==> config.mk <==
export PLATFORM = sky130hd
export DESIGN_NAME = mem_access_unit
export DESIGN_NICKNAME = d
export VERILOG_FILES = /design/src/rtl/mem_access_unit.sv
export SDC_FILE = /design/constraint.sdc
export NUM_CORES = 1
export LEC_CHECK = 0
export CORE_ASPECT_RATIO = 0.5
export CORE_MARGIN = 4
export CORE_UTILIZATION = 41
export DETAILED_ROUTE_END_ITERATION = 8
export PLACE_DENSITY = 0.8
export SLEW_MARGIN = 25
export SYNTH_ARGS = -nofsm -noshare
export SYNTH_HDL_FRONTEND = slang
export SYNTH_SLANG_ARGS = --single-unit
==> constraint.sdc <==
create_clock -name iClk -period 2.2 [get_ports iClk]
set_input_delay 0.22 -clock iClk [delete_from_list [all_inputs] [get_ports iClk]]
set_output_delay 0.22 -clock iClk [all_outputs]
set_load 0.005 [all_outputs]
==> src/rtl/mem_access_unit.sv <==
// MEM-stage sequencer: word, byte and indirect (LDI/STI) data-cache accesses.
// Optional request timeout abort is built when MEM_TIMEOUT_EN is defined.
module mem_access_unit #(
  parameter int ADDR_W = 16
`ifdef MEM_TIMEOUT_EN
  ,
  parameter int TIMEOUT_CYCLES = 255
`endif
) (
  input  logic              iClk,
  input  logic              iResetN,
  input  logic              iValid,
  input  logic              iMemRead,
  input  logic              iMemWrite,
  input  logic              iByteEnable,
  input  logic              iIndirect,
  input  logic [ADDR_W-1:0] iAddress,
  input  logic [ADDR_W-1:0] iStoreData,
  output logic              oMemRead,
  output logic              oMemWrite,
  output logic [ADDR_W-1:0] oMemAddr,
  output logic [ADDR_W-1:0] oMemWdata,
  output logic [1:0]        oMemByteEn,
  input  logic              iMemResp,
  input  logic [ADDR_W-1:0] iMemRdata,
  output logic              oStall,
  output logic              oDone,
  output logic [ADDR_W-1:0] oReadData,
  output logic              oMemError
);

  localparam logic [1:0] IDLE = 2'd0;
  localparam logic [1:0] PTR  = 2'd1;
  localparam logic [1:0] ACC  = 2'd2;

  logic [1:0]        state;
  logic              ptr_ok;
  logic              mem_read;
  logic              mem_write;
  logic              is_wr;
  logic              is_byte;
  logic              sel_hi;
  logic [ADDR_W-1:0] mem_addr;
  logic [ADDR_W-1:0] mem_wdata;
  logic [1:0]        byte_en;
  logic              op;
  logic              pend;
  logic              abort;
  logic              fin;
  logic [ADDR_W-1:0] wdata_fmt;
  logic [ADDR_W-1:0] load_fmt;

  assign op   = iValid & (iMemRead | iMemWrite);
  assign pend = mem_read | mem_write;
  assign fin  = (state == ACC) & iMemResp;

  assign wdata_fmt = iByteEnable
                   ? {(ADDR_W/8){iStoreData[7:0]}}
                   : iStoreData;

  function automatic logic [1:0] lanes(
    input logic byte_acc,
    input logic hi
  );
    if (!byte_acc) return 2'b11;
    return hi ? 2'b10 : 2'b01;
  endfunction

`ifdef MEM_TIMEOUT_EN
  localparam int CNT_W =
    (TIMEOUT_CYCLES < 256) ? 8 : $clog2(TIMEOUT_CYCLES + 1);
  logic [CNT_W-1:0] cnt;

  // counter sits at zero while no request is out, so it restarts per issue
  always_ff @(posedge iClk) begin
    if (!iResetN || !pend) begin
      cnt <= '0;
    end else if (!iMemResp) begin
      cnt <= cnt + 1'b1;
    end
  end

  assign abort = pend & ~iMemResp
               & (cnt == CNT_W'(TIMEOUT_CYCLES - 1));
`else
  assign abort = 1'b0;
`endif

  always_ff @(posedge iClk) begin
    if (!iResetN) begin
      state     <= IDLE;
      ptr_ok    <= 1'b0;
      mem_read  <= 1'b0;
      mem_write <= 1'b0;
      is_wr     <= 1'b0;
      is_byte   <= 1'b0;
      sel_hi    <= 1'b0;
      mem_addr  <= '0;
      mem_wdata <= '0;
      byte_en   <= 2'b00;
    end else begin
      unique case (state)
        IDLE: begin
          if (op) begin
            is_wr     <= iMemWrite;
            is_byte   <= iByteEnable;
            mem_wdata <= iMemWrite ? wdata_fmt : '0;
            mem_addr  <= {iAddress[ADDR_W-1:1], 1'b0};
            if (iIndirect) begin
              state     <= PTR;
              ptr_ok    <= 1'b0;
              mem_read  <= 1'b1;
              mem_write <= 1'b0;
              sel_hi    <= 1'b0;
              byte_en   <= 2'b11;
            end else begin
              state     <= ACC;
              mem_read  <= ~iMemWrite;
              mem_write <= iMemWrite;
              sel_hi    <= iAddress[0];
              byte_en   <= lanes(iByteEnable, iAddress[0]);
            end
          end
        end
        PTR: begin
          if (abort) begin
            state    <= IDLE;
            mem_read <= 1'b0;
            byte_en  <= 2'b00;
          end else if (ptr_ok) begin
            state     <= ACC;
            mem_read  <= ~is_wr;
            mem_write <= is_wr;
            byte_en   <= lanes(is_byte, sel_hi);
          end else if (iMemResp) begin
            // one idle cycle on the bus before the final access
            mem_read <= 1'b0;
            mem_addr <= {iMemRdata[ADDR_W-1:1], 1'b0};
            sel_hi   <= 1'b0;
            ptr_ok   <= 1'b1;
          end
        end
        ACC: begin
          if (iMemResp || abort) begin
            state     <= IDLE;
            mem_read  <= 1'b0;
            mem_write <= 1'b0;
            byte_en   <= 2'b00;
          end
        end
        default: state <= IDLE;
      endcase
    end
  end

  always_comb begin
    load_fmt = iMemRdata;
    if (is_byte) begin
      load_fmt = '0;
      load_fmt[7:0] = sel_hi ? iMemRdata[15:8] : iMemRdata[7:0];
    end
  end

  assign oMemRead   = mem_read;
  assign oMemWrite  = mem_write;
  assign oMemAddr   = mem_addr;
  assign oMemWdata  = mem_wdata;
  assign oMemByteEn = byte_en;

  assign oStall = iResetN & ~abort
                & ((op & (state == IDLE))
                |  (state == PTR)
                |  ((state == ACC) & ~iMemResp));
  assign oDone     = iResetN & (fin | abort);
  assign oMemError = iResetN & abort;
  assign oReadData = (iResetN & fin & ~is_wr) ? load_fmt : '0;

endmodule
==> impl_metrics.py <==
metrics = {
    "outcome": {
        "status": "completed",
    },
    "setup_path": {
        "r2r_cells": 8,
        "critPathCaptureType": "primary output",
        "cpLargestDelayFamily": "buffers and inverters",
        "worstReg2RegStart": "state[0]",
        "crit_buf_inv": 4,
        "cp_max_fo": 5,
        "path_class": "flop to primary output",
        "r2r_end": "oMemAddr[7]",
        "crit_chain": "inv_2 > ha_4 > and3_4 > nor3b_2 > buf_4 > buf_4 > and2_1 > dlygate4sd2_1",
        "cp-start-kind": "flop",
        "crit_path_frequent_cell": "buf_4",
        "required_ps": 1980,
        "rrSetupSlack_ps": 150,
        "critical-path-slowest-cell": "dfxtp_2",
        "cp.arrival_ps": 1900,
        "cpPeakStageDelay_ps": 350,
        "cp_num_cells": 8,
    },
    "grt": {
        "antenna_found_initial": 0,
        "grt_overflow": 0,
        "grt_pass1_wl_mm": 12.5,
        "grt_max_degree": 27,
        "grt_pass1_vias": 2648,
        "gr-usage-all-layers_pct": 22.2,
    },
    "worst_hold_path": {
        "min_to": "oMemWdata[15]",
        "min_from": "oMemWdata[15]",
        "whs_path_depth": 2,
        "hp-class": "flop to flop",
    },
    "clocking": {
        "cts-root-buf": "clkbuf_16",
        "cts.reportedPaths.clkPinSlew_ps": 60,
        "clock-sinks": 41,
        "clk_latency_ps": 280,
        "cts_buffers": 5,
        "cts_buffer_depth": 2,
        "cts_hold_buf": 0,
        "cts-htree-levels": 2,
        "cts_tree": "built",
    },
    "finish": {
        "design_area_um2": 3690,
        "multi_input_area_um2": 1400,
        "final_cell_count_no_fill": 474,
        "areaGrowthSynthToFinish_pct": 58.2,
        "n_antenna_cell": 0,
        "drive_gt1_share_pct": 12.7,
        "fin_nets": 460,
        "mostFrequentLayoutCell": "clkdlybuf4s50_1",
        "mostFrequentLayoutCells": "clkdlybuf4s50_1 (99), dfxtp_1 (38), nand2_1 (32), o21ai_0 (31), a21oi_1 (27)",
        "seq_area_um2": 825,
        "fill_cells": 444,
    },
    "floorplanning": {
        "initial_core_util_pct": 42.5,
        "core_um2": 5490,
        "die_w_um": 115,
        "rows": 19,
        "die_y_um": 61.3,
        "ioPinCount": 111,
        "dieArea_um2": 7030,
    },
    "routing": {
        "drt-vias-per-instance": 5.63,
        "ant_nets": 0,
        "drc_errors": 0,
        "dr.pass1.iters": 4,
        "routed_wl_mm": 7.72,
        "drtIter0Drc": 225,
        "vias": 2670,
        "drt-wirelength-per-cell_um": 16.3,
    },
    "sta": {
        "hold_viol_final": 0,
        "period_share_pct": 96.3,
        "tightest_slew_ps": 668,
        "setup_viol": 0,
        "fmax_mhz": 472,
        "finalCriticalPeriod_ps": 2120,
        "fin_ws_ps": 81.4,
        "skew_ps": 3.42,
        "slew_violations": 0,
        "tns_ps": 0,
        "rsz0062_at_grt": "false",
        "relSlewSlack_pct": 55.4,
    },
    "synth": {
        "synth_area_um2": 2330,
        "yosysSeqAreaShare_pct": 35.2,
        "synthDistinctLibCells": 39,
        "yosys_warnings": 0,
        "syn_avg_cell_area_um2": 7.91,
        "synthCells": 295,
        "synth_top_area_share_pct": 35.2,
        "ys_top_cells_by_area": "dfxtp_1 (35%), o21ai_0 (6.7%), a21oi_1 (5.8%), nand3_1 (5.4%), nand2_1 (5.2%)",
        "yosysTopAreaCell": "dfxtp_1",
        "ys_ff_latch": 41,
    },
    "power": {
        "p_clk_share_pct": 29.9,
        "p_sw_share_pct": 30.4,
        "total_leakage_power_nw": 1.45,
        "peakVddDrop_uv": 354,
        "p_int_mw": 1.70,
        "p_per_area_nw_per_um2": 663,
        "power_frac_comb_pct": 33.1,
        "p_seq_share_pct": 37.0,
        "switchingPower_uw": 743,
    },
    "place": {
        "hpwl_mm": 5.70,
        "io_buffers": 108,
        "placed_area_um2": 3490,
        "place_congestion": 0.945,
        "post-place-ws_ps": 61.7,
        "post-place-cells": 464,
    },
    "run": {
        "max_cap_violations": 0,
    },
}
[metal layers]
metal	up-vias	global-route usage, %	wire length (µm)
met5	-	0	0
met4	0	9.14	152
met3	16	5.99	562
met2	106	38.6	3810
met1	1273	26.8	3200
li1	1275	-	-
[flip-flops by register name (all words and copies together), names as in the netlist]
| register | count |
|---|---|
| oMemWrite | 1 |
| oMemWdata | 16 |
| is_wr | 1 |
| oMemByteEn | 2 |
| state | 2 |
| oMemRead | 1 |
| sel_hi | 1 |
| is_byte | 1 |
| ptr_ok | 1 |
| oMemAddr | 15 |
[power groups by stage]
| stage | clock network [mW] | logic [mW] | registers [mW] |
|---|---|---|---|
| floorplan | 0 | 0.385 | 0.910 |
| detailed placement | 0 | 0.791 | 0.916 |
| global placement | 0 | 0.771 | 0.911 |
| global route | 0.777 | 0.883 | 0.919 |
| CTS | 0.743 | 0.805 | 0.904 |
| finish | 0.731 | 0.810 | 0.905 |
[synth_stat cells]
cell type	n
dfxtp_1	41
nand2_1	32
o21ai_0	31
a21oi_1	27
nand3_1	25
nor2_1	22
o31ai_1	16
clkbuf_1	15
and2_1	8
and4bb_2	8
mux2_2	8
nor4bb_1	7
a31oi_1	6
inv_1	6
a211oi_1	5
buf_4	4
ha_1	4
nand2b_1	4
buf_2	3
and3_1	2
nor2b_1	2
nor3b_1	2
a2111oi_0	1
a2111oi_4	1
a21o_1	1
a22o_1	1
a311oi_1	1
a31o_2	1
a32oi_1	1
and2b_1	1
buf_1	1
buf_6	1
clkinv_1	1
conb_1	1
nor2_2	1
nor3_1	1
o211ai_2	1
o21a_1	1
o21ai_2	1
[worst max-delay path by stage]
| stage | end | start |
|---|---|---|
| floorplan | oMemAddr[1] | state[1] |
| global placement | oReadData[13] | iResetN |
| detailed placement | oReadData[12] | iResetN |
| CTS | oReadData[14] | state[0] |
| global route | oReadData[11] | state[0] |
| finish | oReadData[12] | state[0] |
[cell type report]
class	instances	area share, %
inverter	7	0.712
multi-input combinational	224	38.0
clock buffer	5	3.39
clock inverter	3	0.611
tap	73	2.48
timing repair buffer	121	32.5
sequential	41	22.4
[cells by family (layout without fill, tap and decap cells)]
family                   after synthesis  after routing  share of synthesized area, %
AND/OR/NAND/NOR                      115            115                          27.1
AO/OA/AOI/OAI                         95             95                          25.4
flip-flops                            41             41                          35.2
buffers and inverters                 31            136                          6.12
multiplexers                           8              8                          3.86
adder cells (fa/ha/maj)                4              4                          2.15
other                                  1              2                         0.161
[metrics by stage]
| stage | power, mW | hold slack, ps | utilization (%) |
|---|---|---|---|
| after global placement | 1.68 | 438 | 63.5 |
| after CTS | 2.45 | 454 | 66.7 |
| after floorplan | 1.29 | 361 | - |
| after global routing | 2.58 | 469 | 67.2 |
| final | 2.45 | 456 | 67.2 |
| after detailed placement | 1.71 | 447 | 63.5 |
[what timing repair did]
| action | CTS | global route |
|---|---|---|
| setup endpoints to repair | 16 | 13 |
| pin swaps | 0 | 0 |
| buffers inserted | 1 | 1 |
| gates resized for setup | 11 | 8 |
[worst reg2reg max path, cell delays in order, from the launching register on]
cell and delay, ps:
dfxtp_2 350, inv_2 60, buf_4 130, ha_1 220
buf_4 170, nand2b_1 170, and3_1 370, o21ai_0 300
o31ai_1 130
(Power assumes the default switching activity.)
